--- config.mk ---
export PLATFORM = sky130hd
export DESIGN_NAME = fifo_burst_reader
export DESIGN_NICKNAME = d
export VERILOG_FILES = /design/src/rtl/fifo_burst_reader.sv
export SDC_FILE = /design/constraint.sdc
export NUM_CORES = 1
export LEC_CHECK = 0
export CAP_MARGIN = 15
export CORE_ASPECT_RATIO = 0.75
export CORE_MARGIN = 5
export CORE_UTILIZATION = 40
export DETAILED_ROUTE_END_ITERATION = 8
export PLACE_DENSITY = 0.62
export SYNTH_ARGS = -nofsm -noshare
export SYNTH_HDL_FRONTEND = slang
export SYNTH_SLANG_ARGS = --single-unit
--- constraint.sdc ---
create_clock -name clk -period 5.35 [get_ports clk]
set_clock_uncertainty 0.05 [all_clocks]
set_input_delay 0.535 -clock clk [delete_from_list [all_inputs] [get_ports clk]]
set_output_delay 0.535 -clock clk [all_outputs]
set_load 0.05 [all_outputs]
--- src/rtl/fifo_burst_reader.sv ---
// Burst read controller: pops len words from a registered-output FIFO and replays them on a
// valid/ready stream through a 2-entry skid buffer. Optional stall counter: FIFO_RD_STALL_CNT_EN.
module fifo_burst_reader #(
    parameter int DATA_WIDTH = 32,
    parameter int LEN_WIDTH  = 8
) (
    input  logic                  clk,
    input  logic                  rst_n,
    input  logic                  start_i,
    input  logic [LEN_WIDTH-1:0]  len_i,
    output logic                  busy_o,
    output logic                  done_o,
    output logic                  rden_o,
    input  logic                  empty_i,
    input  logic [DATA_WIDTH-1:0] rdata_i,
    output logic                  m_valid_o,
    input  logic                  m_ready_i,
`ifdef FIFO_RD_STALL_CNT_EN
    output logic [15:0]           stall_cnt_o,
`endif
    output logic [DATA_WIDTH-1:0] m_data_o
);

    typedef enum logic [1:0] {IDLE, READ, DRAIN, DONE} state_t;

    state_t                 state, state_nxt;
    logic [LEN_WIDTH-1:0]   len_q, issued, delivered;
    logic [1:0]             occ;
    logic                   inflight_p1;
    logic                   wr_ptr, rd_ptr;
    logic [DATA_WIDTH-1:0]  skid_mem [2];
    logic                   pop, rden;
    logic [2:0]             occ_after;

    assign m_valid_o = (occ != 2'd0);
    assign pop       = m_valid_o & m_ready_i;
    // Occupancy after this edge, ignoring any word requested this cycle.
    assign occ_after = {1'b0, occ} + {2'b00, inflight_p1} - {2'b00, pop};
    assign rden      = (state == READ) & ~empty_i & (issued < len_q) & (occ_after < 3'd2);
    assign rden_o    = rden;
    assign busy_o    = (state != IDLE);
    assign done_o    = (state == DONE);
    assign m_data_o  = m_valid_o ? skid_mem[rd_ptr] : '0;

    always_comb begin
        state_nxt = state;
        case (state)
            IDLE:  if (start_i) state_nxt = (len_i != '0) ? READ : DONE;
            READ:  if (rden && (issued == len_q - 1'b1)) state_nxt = DRAIN;
            DRAIN: if (!inflight_p1 && (occ_after == 3'd0)) state_nxt = DONE;
            DONE:  state_nxt = IDLE;
            default: state_nxt = IDLE;
        endcase
    end

    // Stage p0 -> p1: FIFO request issued, data returns one edge later.
    always_ff @(posedge clk or negedge rst_n) begin
        if (!rst_n) begin
            state       <= IDLE;
            len_q       <= '0;
            issued      <= '0;
            delivered   <= '0;
            occ         <= 2'd0;
            inflight_p1 <= 1'b0;
            wr_ptr      <= 1'b0;
            rd_ptr      <= 1'b0;
        end else begin
            state       <= state_nxt;
            inflight_p1 <= rden;
            occ         <= occ_after[1:0];
            if (inflight_p1) wr_ptr <= ~wr_ptr;
            if (pop)         rd_ptr <= ~rd_ptr;
            if ((state == IDLE) && start_i) begin
                len_q     <= len_i;
                issued    <= '0;
                delivered <= '0;
            end else begin
                if (rden) issued <= issued + 1'b1;
                if (pop && (delivered != len_q)) delivered <= delivered + 1'b1;
            end
        end
    end

    // Stage p1 -> skid: returning FIFO word lands at the tail.
    always_ff @(posedge clk) begin
        if (inflight_p1) skid_mem[wr_ptr] <= rdata_i;
    end

`ifdef FIFO_RD_STALL_CNT_EN
    logic [15:0] stall_cnt;

    always_ff @(posedge clk or negedge rst_n) begin
        if (!rst_n) begin
            stall_cnt <= 16'h0000;
        end else if ((state == IDLE) && start_i) begin
            stall_cnt <= 16'h0000;
        end else if ((state == READ) && !rden && (empty_i || (occ_after >= 3'd2))
                     && (stall_cnt != 16'hFFFF)) begin
            stall_cnt <= stall_cnt + 16'h0001;
        end
    end

    assign stall_cnt_o = stall_cnt;
`endif

endmodule

==> results of run 1 <==
flip-flops by register name, indices dropped and copies added (netlist names):
register and flops:
rd_ptr 1, skid_mem 64, len_q 8, state 2, inflight_p1 1, wr_ptr 1, occ 2, issued 8
power by group:
part,internal (uW),total (uW),switching [uW]
registers,854,995,141
clock network,360,601,242
logic,555,1480,923
total,1770,3070,1310
Yosys cell counts (all sizes together):
cell,count
nand2b,2
a211o,2
clkbuf,11
xnor2,9
or3,2
o22ai,1
inv,20
a211oi,2
and2,4
nor2b,1
nor2,44
fa,1
xor2,6
ha,17
nand2,10
nor4b,1
nor4,3
nand3,7
edfxtp,64
a21oi,7
and3,1
nor3b,1
mux2i,34
or4,2
xnor3,1
o2111ai,1
dfrtp,23
and4b,1
a31oi,1
a22oi,1
nor4bb,1
o21ai,12
nand3b,1
nand4,3
nor3,2
o31ai,1
kinds of logic after synthesis:
kind of cell	Yosys count
and+or+nand+nor	86
adders and majority gates	18
muxes	34
xor gates and xnor gates	16
DFF	87
AOI/OAI and AO/OA	28
buffers and inverters	31
path summary, 6_finish.rpt:
check	endpoint	slack [ns]	cells after the start
max	rden_o	1.20	12
min	inflight_p1	0.45	1
max reg2reg	issued[7]	2.19	12
min reg2reg	wr_ptr	0.47	1
max in group asynchronous	rd_ptr	4.36	2
min in group clk	wr_ptr	0.47	1
metal layers:
layer	global-route usage (%)	wire length [um]	up-vias	share of wire, %
met1	17.6	3790	1165	48
met5	0	0	-	0
met4	3.01	30	0	0.38
met2	20.7	3580	50	45
li1	-	-	1244	-
met3	6.54	473	2	6.0
area by class of cell:
type                    instances  area [um2]
clock inverters                 6        60.1
well taps                     132         165
fillers                       857        4410
clock buffers                  10         229
flip-flops and latches         87        2500
multi-input cells             182        1330
repair buffers                 84         851
inverters                      20        75.1
per-stage QoR:
step	power, uW	utilization (%)	setup slack (ns)
6_report	3070	54.1	1.20
3_3_place_gp	2500	50.8	1.26
5_1_grt	3260	54.1	0.947
4_1_cts	3120	53.9	1.17
2_1_floorplan	2030	-	1.75
3_5_place_dp	2500	50.8	1.22
==> impl_metrics.yaml, run 1 <==
run_status:
  status: "complete, no violations"
setup_path:
  reg2reg_from: "occ[1]"
  max_stage_delay_ns: 0.80
  cp-start-kind: "flip-flop"
  cp.arrival_ns: 3.56
  crit_path_end_kind: "output pin"
  path_buf_inv: 4
  worstSetupPathType: "reg2out"
  cpMostUsedCell: "inv_1"
  setup.worst_path.start: "occ[1]"
  cp_max_fo: 8
  crit_family: "buffers and inverters"
  crit_required_ns: 4.76
  cp_slowest_cell: "clkdlybuf4s50_1"
  path_cells: "nor2_2 -> inv_1 -> and2_1 -> ha_1 -> inv_1 -> ha_1 -> fa_1 -> xor2_1 -> and4b_1 -> nand2_1 -> inv_1 -> clkdlybuf4s50_1"
timing:
  rsz0062_at_grt: "false"
  tns_ns: 0
  post-route-min-period_ns: 4.15
  fin_crit_sh_pct: 77.5
  worst_pin_slew_ns: 0.982
  finalHoldViolations: 0
  whs_ns: 0.451
  fmax_mhz: 241
  setup_viol: 0
  max_slew_margin_pct: 34.5
  slew_violations: 0
cells_and_area:
  mostFrequentLayoutCells: "clkdlybuf4s50_1, edfxtp_1, nor2_1, mux2i_1, dfrtp_1"
  drive_above_1_share_pct: 6.17
  stdcell_area_um2: 5210
  final_nets: 447
  syn2layout_area_growth_pct: 32.3
  fin_cells: 521
  diodes: 0
  layout_commonest_cell: "clkdlybuf4s50_1"
route:
  wl_per_cell_um: 15.1
  drt_wl_total_um: 7870
  drt_pass1_iterations: 4
  drc: 0
  dr.first_iter.drc_count: 110
  vias_per_cell: 4.72
  route.vias.total: 2461
  ant_nets: 0
clock_tree:
  cts_tree: "yes"
  clockBufferDepth: 2
  postCtsSetupBuffers: 0
  htreeDepth: 3
  numCtsBuffers: 9
  cts_hold_buf: 0
  cts_num_sinks: 87
  clkSlewWorstSetupHoldPaths_ns: 0.06
  clk_latency_ns: 0.33
  ctsResizeCount: 0
  cts_root_buf: "clkbuf_16"
power:
  vdd_ir_drop_max_uv: 363
  cellLeakagePower_uw: 0.00203
  powerDensity_nw_per_um2: 590
floorplan:
  die_x_um: 125
  core_um2: 9620
  num_rows: 31
  die_h_um: 95.9
  fp.dieArea_um2: 11900
  initial_core_util_pct: 40.9
  ios: 81
placed_design:
  placed_cells: 504
  dp_hpwl_um: 5610
  gp_congestion: 0.784
  portBuffers: 80
  postPlaceCellArea_um2: 4890
yosys:
  synth.top_cell.area_share_pct: 48.8
  ys_top_cells_by_area: "edfxtp_1, dfrtp_1, mux2i_1"
  yosys-mux-area-fraction_pct: 8.64
  yosysUniqueCellTypes: 38
  syn_avg_cell_area_um2: 13.1
  yosys.area_share.xor_xnor_pct: 3.91
  synthAdderAreaFrac_pct: 5.91
  synth_compound_area_share_pct: 4.83
  synth_simple_gate_area_share_pct: 10.3
  synthCells: 300
  ys_warn_count: 0
  syn-cell-area_um2: 3940
  syn-num-nets: 363
  synth_top_family_by_area: "simple AND/OR/NAND/NOR gates"
  synth_top_area_cell: "edfxtp_1"
  ys_seq_area_share_pct: 63.4
  synth_seq_cells: 87
grt:
  gr-total-overflow: 0
  antenna_found_initial: 0
  grt_max_degree: 34
  grt_pass1_wl_um: 12500
  grt_pass1_vias: 2553
  grtUsageTotal_pct: 13.5
flow_run:
  drv_cap: 0
hold_path:
  hold_path.class: "in2async"
(Power assumes the default switching activity.)
==> run 2, diff against run 1 <==
PLACE_DENSITY = 0.64   (was 0.62)
clock period = 3.6 ns   (was 5.35 ns; I/O delays follow)
==> run 2 against run 1 <==
Net effect: register-to-register slack worse by 1.7 ns; clock power increased by 51%; global-route usage grew 1.0 points; critical endpoint unchanged.
==> impl_metrics.yaml, run 2 (synthesized netlist as in run 1, its figures left out) <==
clock_tree:
  clkSlewWorstSetupHoldPaths_ns: 0.06
  postCtsSetupBuffers: 0
  cts_hold_buf: 0
  clockBufferDepth: 2
  htreeDepth: 3
  numCtsBuffers: 9
  clk_latency_ns: 0.34
  cts_num_sinks: 87
  cts_tree: "yes"
  cts_root_buf: "clkbuf_16"
route:
  drc: 0
  wl_per_cell_um: 15.9
  vias_per_cell: 4.82
  dr.first_iter.drc_count: 169
  ant_nets: 0
  drt_pass1_iterations: 5
  route.vias.total: 2512
  drt_wl_total_um: 8310
power:
  cellLeakagePower_uw: 0.00204
  powerDensity_nw_per_um2: 887
  vdd_ir_drop_max_uv: 377
  total_power_uw: 4640
setup_path:
  cp-endpoint: "rden_o"
  reg2reg_from: "occ[1]"
  worstRegToRegCells: 12
  crit_required_ns: 3.19
  r2r_slack_ns: 0.48
  r2r_end: "issued[7]"
  cp.arrival_ns: 2.91
  worstSetupPathType: "reg2out"
  cp_max_fo: 8
  crit_path_end_kind: "output pin"
  setup.worst_path.start: "occ[1]"
  cp-start-kind: "flip-flop"
grt:
  grt_pass1_vias: 2617
  grtUsageTotal_pct: 14.5
  grt_pass1_wl_um: 13300
  gr-total-overflow: 0
  grt_max_degree: 33
  antenna_found_initial: 0
timing:
  slew_violations: 0
  post-route-min-period_ns: 3.32
  worst_pin_slew_ns: 0.962
  fmax_mhz: 301
  fin_crit_sh_pct: 92.3
  tns_ns: 0
  rsz0062_at_grt: "false"
  setup_viol: 0
  max_slew_margin_pct: 35.7
  finalHoldViolations: 0
hold_path:
  hold_path.class: "in2async"
floorplan:
  num_rows: 31
  die_h_um: 95.9
  initial_core_util_pct: 40.9
  core_um2: 9620
  fp.dieArea_um2: 11900
  ios: 81
  die_x_um: 125
run_status:
  status: "complete, no violations"
cells_and_area:
  drive_above_1_share_pct: 6.68
  layout_commonest_cell: "clkdlybuf4s50_1"
  syn2layout_area_growth_pct: 32.8
  largestRegisters: "skid_mem x64, issued x8, len_q x8"
  largest_register_ffs: 64
  regMostFlops: "skid_mem"
  mostFrequentLayoutCells: "clkdlybuf4s50_1, edfxtp_1, nor2_1, mux2i_1, dfrtp_1"
  diodes: 0
  final_nets: 448
placed_design:
  portBuffers: 80
  gp_congestion: 0.790
  dp_hpwl_um: 6020
flow_run:
  drv_cap: 0
## run 2: area by class of cell
class / count / area (um2)
Timing Repair Buffer: 85 / 868
Clock inverter: 5 / 58.8
Fill cell: 843 / 4390
Sequential cell: 87 / 2500
Clock buffer: 10 / 229
Multi-Input combinational cell: 182 / 1340
Inverter: 20 / 75.1
Tap cell: 132 / 165
## run 2: routing by layer
| layer | up-vias | GRT usage, % | part of all wire [%] |
|---|---|---|---|
| met5 | - | 0 | 0 |
| met3 | 8 | 5.60 | 6.3 |
| li1 | 1241 | - | - |
| met2 | 65 | 21.5 | 46 |
| met1 | 1198 | 19.6 | 47 |
| met4 | 0 | 5.20 | 0.76 |
## run 2: timing repair
action,CTS,global route
hold endpoints to repair,0,0
endpoints found under the setup margin,0,1
gates resized for setup,0,1
## run 2: critical path: stages (launching register included)
cell,delay (ns)
dfrtp_1,0.41
nor2_2,0.13
inv_1,0.05
and2_1,0.17
ha_1,0.28
inv_1,0.04
ha_1,0.19
fa_1,0.38
xor2_1,0.16
and4b_2,0.33
nand2_1,0.12
inv_1,0.15
buf_12,0.15
## run 2: through the flow
stage	util (%)	cell area (um2)	hold WS, ns	cells	setup slack, ns
2_1_floorplan	-	3940	0.0144	300	0.151
3_3_place_gp	51.1	4910	0.477	505	0.342
3_5_place_dp	51.1	4910	0.484	505	0.248
4_1_cts	54.1	5200	0.492	520	0.177
5_1_grt	54.4	5230	0.339	521	0.0261
6_report	54.4	5230	0.315	521	0.276
## run 2: worst min path at each step
stage                        endpoint  slack [ns]  cells past startpoint
final                       issued[1]        0.32                      1
after global placement         wr_ptr        0.48                      1
after detailed placement       wr_ptr        0.48                      1
after CTS                      wr_ptr        0.49                      1
after floorplan           inflight_p1        0.01                      0
after global routing         len_q[2]        0.34                      1
## run 2: where the power goes
| group | internal, uW | switching [uW] | total (uW) |
|---|---|---|---|
| Sequential | 1270 | 170 | 1440 |
| Combinational | 841 | 1450 | 2290 |
| Clock | 535 | 372 | 907 |
| Total | 2650 | 1990 | 4640 |
